==> src/rtl/ccnet_rx_framer.sv <==
// CCNET response-frame receiver: SYNC/ADR/LNG/payload/CRC16 assembly with a one-frame hold buffer.
// Optional CCNET_RX_STATS_EN adds saturating good/CRC-error/timeout counters.
module ccnet_rx_framer #(
  parameter int          CLK_HZ       = 10_000_000,
  parameter logic [7:0]  DEV_ADDR     = 8'h03,
  parameter int          MAX_PAYLOAD  = 16,
  parameter int          BYTE_TIMEOUT = 50000
) (
  input  logic       CLK_10MHZ,
  input  logic       RST,
  input  logic [7:0] rxData,
  input  logic       rxDataReady,
  output logic       frameValid,
  output logic [7:0] frameCmd,
  output logic [4:0] frameLen,
  input  logic [3:0] rdAddr,
  output logic [7:0] rdData,
  input  logic       frameAck,
  output logic       crcErr,
  output logic       lenErr,
  output logic       timeoutErr,
  output logic       overrun
`ifdef CCNET_RX_STATS_EN
  ,
  output logic [7:0] statGood,
  output logic [7:0] statCrcErr,
  output logic [7:0] statTimeout
`endif
);

  localparam int TO_W = $clog2(BYTE_TIMEOUT + 1) + ((CLK_HZ > 0) ? 0 : 1);

  typedef enum logic [2:0] {HUNT, ADDR, LEN, PAYLOAD, CRC_LO, CRC_HI, CHECK, HOLD} state_t;

  state_t            state, stateNext;
  logic [1:0]        rxHist_p0;
  logic              byteEvt;
  logic [15:0]       crc, crcStep;
  logic [7:0]        crcSh;
  logic [3:0]        crcBits;
  logic [TO_W-1:0]   toCnt;
  logic [3:0]        idx;
  logic [7:0]        crcLo, crcHi;
  logic [7:0]        buffer [MAX_PAYLOAD];
  logic              crcStart, crcFold, bufWr, lenBad, crcBad, toHit, ovr, frameOk, lenOk, running;

  function automatic logic [7:0] satInc(input logic [7:0] v);
    return (v == 8'hFF) ? v : v + 8'd1;
  endfunction

  assign byteEvt = (rxHist_p0 == 2'b01);
  assign running = (state == ADDR) || (state == LEN) || (state == PAYLOAD) ||
                   (state == CRC_LO) || (state == CRC_HI);
  assign lenOk   = (rxData >= 8'd6) && (rxData <= 8'(MAX_PAYLOAD + 5));

  // Reflected CCITT step, one bit per clock, LSB of the shifted byte first
  always_comb begin
    crcStep = {1'b0, crc[15:1]};
    if (crc[0] ^ crcSh[0]) crcStep = crcStep ^ 16'h8408;
  end

  always_comb begin
    stateNext = state;
    crcStart  = 1'b0;
    crcFold   = 1'b0;
    bufWr     = 1'b0;
    lenBad    = 1'b0;
    crcBad    = 1'b0;
    ovr       = 1'b0;
    frameOk   = 1'b0;
    toHit     = running && !byteEvt && (toCnt == TO_W'(BYTE_TIMEOUT - 1));
    case (state)
      HUNT: if (byteEvt && rxData == 8'h02) begin
        crcStart  = 1'b1;
        crcFold   = 1'b1;
        stateNext = ADDR;
      end
      ADDR: if (toHit) stateNext = HUNT;
        else if (byteEvt) begin
          if (rxData == DEV_ADDR) begin
            crcFold   = 1'b1;
            stateNext = LEN;
          end else stateNext = HUNT;
        end
      LEN: if (toHit) stateNext = HUNT;
        else if (byteEvt) begin
          if (lenOk) begin
            crcFold   = 1'b1;
            stateNext = PAYLOAD;
          end else begin
            lenBad    = 1'b1;
            stateNext = HUNT;
          end
        end
      PAYLOAD: if (toHit) stateNext = HUNT;
        else if (byteEvt) begin
          bufWr   = 1'b1;
          crcFold = 1'b1;
          if ({1'b0, idx} + 5'd1 == frameLen) stateNext = CRC_LO;
        end
      CRC_LO: if (toHit) stateNext = HUNT;
        else if (byteEvt) stateNext = CRC_HI;
      CRC_HI: if (toHit) stateNext = HUNT;
        else if (byteEvt) stateNext = CHECK;
      CHECK: if ({crcHi, crcLo} == crc) begin
          frameOk   = 1'b1;
          stateNext = HOLD;
        end else begin
          crcBad    = 1'b1;
          stateNext = HUNT;
        end
      HOLD: begin
        ovr = byteEvt;
        if (frameAck) stateNext = HUNT;
      end
      default: stateNext = HUNT;
    endcase
  end

  always_ff @(posedge CLK_10MHZ) begin
    if (RST) begin
      state      <= HUNT;
      rxHist_p0  <= 2'b00;
      crc        <= 16'h0000;
      crcBits    <= 4'd0;
      toCnt      <= '0;
      idx        <= 4'd0;
      frameValid <= 1'b0;
      frameCmd   <= 8'h00;
      frameLen   <= 5'd0;
      rdData     <= 8'h00;
      crcErr     <= 1'b0;
      lenErr     <= 1'b0;
      timeoutErr <= 1'b0;
      overrun    <= 1'b0;
    end else begin
      state      <= stateNext;
      rxHist_p0  <= {rxHist_p0[0], rxDataReady};
      toCnt      <= (running && !byteEvt && !toHit) ? toCnt + 1'b1 : '0;
      rdData     <= buffer[rdAddr];
      crcErr     <= crcBad;
      lenErr     <= lenBad;
      timeoutErr <= toHit;
      overrun    <= ovr;
      if (crcFold) begin
        crcBits <= 4'd8;
        if (crcStart) crc <= 16'h0000;
      end else if (crcBits != 4'd0) begin
        crc     <= crcStep;
        crcBits <= crcBits - 4'd1;
      end
      if (state == LEN && byteEvt && lenOk) begin
        frameLen <= 5'(rxData - 8'd5);
        idx      <= 4'd0;
      end else if (bufWr) idx <= idx + 4'd1;
      if (frameOk) begin
        frameValid <= 1'b1;
        frameCmd   <= buffer[0];
      end else if (state == HOLD && frameAck) frameValid <= 1'b0;
    end
  end

  // Data-only registers: buffer, CRC shift byte and received CRC bytes carry no reset
  always_ff @(posedge CLK_10MHZ) begin
    if (bufWr) buffer[idx] <= rxData;
    if (crcFold) crcSh <= rxData;
    else if (crcBits != 4'd0) crcSh <= {1'b0, crcSh[7:1]};
    if (state == CRC_LO && byteEvt) crcLo <= rxData;
    if (state == CRC_HI && byteEvt) crcHi <= rxData;
  end

`ifdef CCNET_RX_STATS_EN
  always_ff @(posedge CLK_10MHZ) begin
    if (RST) begin
      statGood    <= 8'h00;
      statCrcErr  <= 8'h00;
      statTimeout <= 8'h00;
    end else begin
      if (frameOk) statGood    <= satInc(statGood);
      if (crcBad)  statCrcErr  <= satInc(statCrcErr);
      if (toHit)   statTimeout <= satInc(statTimeout);
    end
  end
`endif

endmodule

==> config.mk <==
export PLATFORM = sky130hd
export DESIGN_NAME = ccnet_rx_framer
export DESIGN_NICKNAME = d
export VERILOG_FILES = /design/src/rtl/ccnet_rx_framer.sv
export SDC_FILE = /design/constraint.sdc
export NUM_CORES = 1
export LEC_CHECK = 0
export CORE_ASPECT_RATIO = 1.4
export CORE_MARGIN = 4
export CORE_UTILIZATION = 40
export DETAILED_ROUTE_END_ITERATION = 16
export GPL_TIMING_DRIVEN = 0
export PLACE_DENSITY = 0.61
export SLEW_MARGIN = 20
export SYNTH_ARGS = -nofsm -noshare
export SYNTH_HDL_FRONTEND = slang
export SYNTH_SLANG_ARGS = --single-unit
export TNS_END_PERCENT = 20
==> constraint.sdc <==
create_clock -name CLK_10MHZ -period 7.4 [get_ports CLK_10MHZ]
set_clock_uncertainty 0.2 [all_clocks]
set_input_delay 1.11 -clock CLK_10MHZ [delete_from_list [all_inputs] [get_ports CLK_10MHZ]]
set_output_delay 1.11 -clock CLK_10MHZ [all_outputs]
set_load 0.005 [all_outputs]
== After elaboration in Yosys (flattened, before gate mapping) ==
Memory sizes are Yosys's and may differ from the RTL's. A register that Yosys moved wholly into a read port is not among the register bits.
Cells that the tools add are included.

* Memories kept: 1
* Register bits: 79
* Memory bits (writable): 128

{| class="wikitable"
|+ Memories
! name !! words !! bits a word !! rd ports !! clocked after Yosys merged registers in !! wr ports !! RTL line !! source
|-
| buffer || 16 || 8 || 2 || 2 || 1 || 44 || <nowiki>logic [7:0] buffer [MAX_PAYLOAD];</nowiki>
|}

* Bitwise operators: 7
* Mux-type cells: 45
* Equal/unequal tests: 22
* $lt $le $gt $ge: 2
* $add $sub $neg: 5
* Reduce and logical (&&, ||, !) cells: 28

{| class="wikitable"
|+ Operators by type and width
! cell !! count
|-
| 2-to-1 mux 16 bit || 4
|-
| 2-to-1 mux 3 bit || 14
|-
| one-hot mux 3 bit (8 select lines) || 1
|-
| 2-to-1 mux 1 bit || 19
|-
| adder 16 x 1 -> 16 bit, second input constant || 1
|-
| equality test 16 bit || 1
|-
| equality test 16 bit, second input constant || 1
|-
| equality test 8 x 2 -> 1 bit, second input constant || 2
|-
| 2-to-1 mux 8 bit || 2
|-
| != test 3 bit, second input constant || 5
|-
| equality test 3 bit, second input constant || 4
|-
| logical AND 1 bit || 10
|-
| OR reduction 2 bit || 5
|-
| >= comparator 8 x 3 -> 1 bit, second input constant || 1
|-
| less-or-equal comparator 8 x 5 -> 1 bit, second input constant || 1
|-
| 2-to-1 mux 4 bit || 2
|-
| AND reduction 8 bit || 1
|-
| equality test 3 x 2 -> 1 bit, second input constant || 2
|-
| != test 2 bit, second input constant || 3
|-
| adder 4 x 1 -> 5 bit, second input constant || 1
|-
| equality test 5 bit || 1
|-
| NOT 1 bit || 5
|-
| subtractor 5 x 3 -> 5 bit, second input constant || 1
|-
| adder 4 x 1 -> 4 bit, second input constant || 1
|-
| other kinds (15) || 21
|}

== Logic depth before layout (Yosys ltp) ==
* Depth in word-level cells: 11
* Gate-level depth with buffers: 10
* Mapped depth without buffers: 8

== Worst setup path after synthesis ==
Ideal clock, no wire load.

* Path type: input port to flip-flop
* Start: input port rxData[0]
* End: register crcSh[6], data pin
* Library setup time: 0.262 ns
* Slack: 4.202 ns
* Required time: 6.938 ns
* Arrival time: 2.735 ns
* Buffers on the path: 1
* Stages on the path: 8
* Cells stage by stage: inv_1 -> ha_1 -> o21a_1 -> o31ai_2 -> nor3_4 -> nor3_2 -> buf_2 -> mux2_1

* Cells in the longest elaborated chain, start to end: 7
* Elaborated cells between the ends (all ways): 15
* Those cells by class: order compare (2); eq/ne (2); mux (9); reduce/logical (2)

{| class="wikitable"
|+ RTL lines
! element !! RTL line !! source
|-
| start: declaration || 11 || <nowiki>input logic [7:0] rxData,</nowiki>
|-
| >= comparator 8 x 3 -> 1 bit / less-or-equal comparator 8 x 5 -> 1 bit (equally long branches) || 54 || <nowiki>assign lenOk = (rxData >= 8'd6) && (rxData <= 8'(MAX_PAYLOAD + 5));</nowiki>
|-
| logical AND 1 bit || 54 ||
|-
| 2-to-1 mux 1 bit || 87 || <nowiki>if (lenOk) begin</nowiki>
|-
| 2-to-1 mux 1 bit || 86 || <nowiki>else if (byteEvt) begin</nowiki>
|-
| 2-to-1 mux 1 bit || 85 || <nowiki>LEN: if (toHit) stateNext = HUNT;</nowiki>
|-
| one-hot mux 1 bit (4 select lines) (*) || 72 || <nowiki>case (state)</nowiki>
|-
| 2-to-1 mux 8 bit (*) || 166 || <nowiki>if (crcFold) crcSh <= rxData;</nowiki>
|-
| end signal: assignment || 166 ||
|-
| end signal: assignment || 167 || <nowiki>else if (crcBits != 4'd0) crcSh <= {1'b0, crcSh[7:1]};</nowiki>
|-
| end: declaration || 39 || <nowiki>logic [7:0] crcSh;</nowiki>
|}

Every way passes the cells marked *; elsewhere a longest branch is shown, timed or not.
A chain may end at the register's enable or synchronous reset.

== Worst setup path after layout ==
* Start: input port rxData[0]
* End: register crcSh[0], enable pin

* Cells in the longest elaborated chain, start to end: 7
* Elaborated cells between the ends (all ways): 15
* Those cells by class: order compare (2); eq/ne (2); mux (8); reduce/logical (3)

{| class="wikitable"
|+ RTL lines
! element !! RTL line
|-
| >= comparator 8 x 3 -> 1 bit / less-or-equal comparator 8 x 5 -> 1 bit (equally long branches) || 54
|-
| logical AND 1 bit || 54
|-
| 2-to-1 mux 1 bit || 87
|-
| 2-to-1 mux 1 bit || 86
|-
| 2-to-1 mux 1 bit || 85
|-
| one-hot mux 1 bit (4 select lines) (*) || 72
|-
| nonzero test 2 bit (no line) (*) || --
|}

Marked as above.

==> metrics.sh <==
CAP_VIOL_MAX_COUNT=0
INITIAL_UTIL_PCT=40.8
NNETSFINAL=693
SYNTH_ENABLE_FLOP_CELLS=152
AVGVIACOUNTPERCELL=5.26
DR.FIRST_ITER.DRC_COUNT=334
TIMING.FINAL.CRIT_PERIOD_NS=4.32
CRITPATHBUFINV=3
MAXCLOCKFREQUENCY_MHz=231
INSERTION_DELAY_NS=0.51
P_TOTAL_mW=2.94
FINALSETUPVIOLCOUNT=0
SYNTH_COMPOUND_GATE_AREA_SHARE_PCT=3.01
SYN_INST=603
SYNTH_ASYNC_SR_FLOP_SHARE_PCT=0
FP.DIEH_UM=188
CTS-RESIZED-GATES=0
SLEW_VIOLATIONS=0
HOLD_PATH.CLASS='flip-flop to flip-flop'
SYNTH_MUX_AREA_SHARE_PCT=13.3
FIRST_GLOBAL_VIAS=5453
GRT_START_MAX_NET_PINS=26
PLACED_CELLS_INCL_TAPS=942
STATIC-LEAKAGE-POWER_nW=3.55
TIMING_WORST_SETUP_PATH_TYPE='input pin to flip-flop'
CTS.HTREE.LEVELS=1
WORSTMARGINPINSLEW_NS=1.13
FIRSTDRTPASSITERS=5
DRC_VIOLATIONS=0
PWR_DENSITY_CELL_nW_PER_UM2=272
GRT_FIRST_PASS_WIRELENGTH_UM=30800
RELSLEWSLACK_PCT=24.4
CLK_TRANSITION_REPORTED_PATHS_NS=0.06
CRIT_PATH_TOP_DELAY_CELL='clkdlybuf4s50_1'
YOSYSTOPAREACELL='edfxtp_1'
DIE_WIDTH_UM=136
PATH_MAX_FANOUT=23
SYNTH.TOP_CELL.AREA_SHARE_PCT=49.4
FILLERINSTANCES=1997
SYN_AREA_PER_CELL_UM2=15.3
POST_SYNTH_CELL_TYPES=62
PATH_CELLS='clkdlybuf4s50_1 -> inv_1 -> ha_1 -> o21a_1 -> o31ai_2 -> nor3_4 -> nor3_2 -> buf_2 -> nand3_1'
ROWS=65
GRT_USE_TOTAL_PCT=15.6
FP.DIEAREA_UM2=25600
FINAL-INSTANCE-COUNT-EXCL-FILL=984
YS_DOMINANT_REG_CELL='edfxtp_1'
HOLD_VIOL_FINAL=0
SETUP.WORST_PATH.START='rxData[0]'
ANTENNA_VIOLATING_NETS_POST_ROUTE=0
WORST_CASE_CLOCK_BUFFER_DEPTH=3
PEAKVDDDROP_mV=0.205
GRT_SETUP_UNREPAIRED='no'
POST_SYNTH_INSTANCE_AREA_UM2=9230
ANTENNA-DIODE-COUNT=0
YOSYS_WARNINGS=0
CLOCKROOTBUFFER='clkbuf_16'
SYNTH-SEQ-CELLS=223
CRITPATHMAXSTAGEDELAY_NS=1.08
IOPINCOUNT=42
LAYOUT_COMMONEST_CELL='edfxtp_1'
TRITONCTS='done'
YOSYS-TOP-CELLS-AREA='edfxtp_1, dfxtp_1, mux4_2, xnor2_1, mux2i_1'
HOLDBUFCOUNTCTS=0
YOSYS.AREA_SHARE.XOR_XNOR_PCT=4.27
FINAL_CELL_MIX='edfxtp_1, dfxtp_1, nor2_1'
POST_SYNTH_FA_HA_MAJ_AREA_FRACTION_PCT=1.49
MIN_PERIOD_OVER_PERIOD_PCT=58.4
SYNTH-SEQ-AREA-SHARE_PCT=64.8
CTS_NUM_SINKS=223
GLOBALROUTE.TOTALOVERFLOW=0
CORE_AREA_UM2=22600
OUTCOME='finished, final reports clean'
CRITPATHLAUNCHTYPE='input pin'
FINALWEIGHTEDCONGESTION=0.911
DRT-TOTAL-WL_UM=19900
RATIO_OF_CELLS_WITH_DRIVE_ABOVE_1_IN_THE_FINAL_LAYOUT_PCT=19.3
TNS_NS=0
CRITPATHCAPTURETYPE='flip-flop'
HOLDCRITSTARTPOINT='toCnt[0]'
CTS_SETUP_BUFFERS=0
SYNTH-SIMPLE-AREA-SHARE_PCT=10.6
DETAILED_PLACE_HPWL_UM=13500
PORT_BUFFERS=38
GRT_ANTENNA_BEFORE_REPAIR=0
ROUTE.DETAILED.WL_PER_INST_UM=20.2
CRIT_FAMILY='buffers and inverters'
P_R_AREA_GROWTH_VS_SYN_PCT=16.9
SYNTH_TOP_FAMILY_BY_AREA='multiplexers'
SYNTH.NET_COUNT=630
CTS_MADE_BUFFERS=23
CP.REQUIRED_NS=7.34
TIMING.CRITICAL_PATH.ARRIVAL_NS=4.26
VIAS=5174
CRIT-REG2REG-LAUNCH='state[1]'
-- flip-flops by register name, summed over array words and instances, names as in the netlist, 2 cells and up --
register / count
frameLen: 5
crcLo: 8
idx: 4
rxHist_p0: 2
toCnt: 16
frameCmd: 8
buffer: 128
state: 3
crc: 16
crcHi: 8
crcSh: 8
rdData: 8
crcBits: 4
-- worst register-to-register path: cells and delay by family (launching register included) --
kind,cells,cell delay [ns]
buffers and inverters,1,0.21
DFF,1,0.47
and+or+nand+nor,3,1.54
-- final cells by class --
cell class                      instances  area [um^2]  share of cell area, %
Multi-Input combinational cell        341         3040                   28.2
Buffer                                 29          195                   1.81
Inverter                               10         37.5                  0.348
Clock inverter                         18          206                   1.91
Clock buffer                           24          579                   5.37
Sequential cell                       223         5990                   55.5
Timing Repair Buffer                   38          370                   3.43
Tap cell                              301          377                   3.49
-- synth_stat cells, types with 4 or more instances --
library cell    n
nor3b_1         4
clkbuf_1        4
edfxtp_1      152
nand3_1        10
nand2_1        22
inv_1           9
mux2i_1        26
dfxtp_1        71
mux2_2          5
ha_1           11
o21ai_0         6
nor2b_1        16
nand4_1         9
buf_2          10
buf_4           5
mux4_2         40
a21oi_1         5
xor2_1         13
xnor2_1        32
nor3_1         20
nand2b_1        6
nor2_1         68
clkbuf_8        4
buf_1           4
and3_1          5
-- stage by stage --
stage | worst slack, ns | cell area, um^2 | hold WS, ns | utilization (%)
floorplan | 4.20 | 9230 | 0.226 | -
global placement | 2.62 | 9990 | 0.241 | 44.2
detailed placement | 2.53 | 10000 | 0.255 | 44.3
CTS | 3.05 | 10800 | 0.269 | 47.7
global route | 2.80 | 10800 | 0.312 | 47.7
finish | 3.08 | 10800 | 0.266 | 47.7
-- where the power goes --
part	switching [mW]	leakage, nW	internal, mW
registers	0.0339	1.95	1.40
clock network	0.483	0.373	0.713
logic	0.164	1.23	0.149
-- path summary, 6_finish.rpt --
path	to	slack, ns	cells after the start
worst max-delay path	crcSh[0]	3.08	9
worst min-delay path	toCnt[0]	0.27	1
worst max register to register	buffer[11][7]	4.61	4
worst min register to register	toCnt[0]	0.27	1
-- kinds of logic after synthesis --
kind of cell    count (synthesis)
fa+ha+maj                      11
buf+inv                        39
xor+xnor                       45
compound gates                 32
flops                         223
mux                            72
simple gates                  181
-- per-layer routing --
metal / vias up / share of wire (%) / global-route usage [%] / wire length (um)
met1: 2634 / 40 / 19.4 / 8020
met2: 124 / 54 / 28.5 / 10700
met5: - / 0 / 0 / 0
li1: 2383 / - / - / -
met4: 0 / 2.2 / 4.11 / 438
met3: 33 / 3.9 / 2.12 / 775
(Power assumes the default switching activity.)
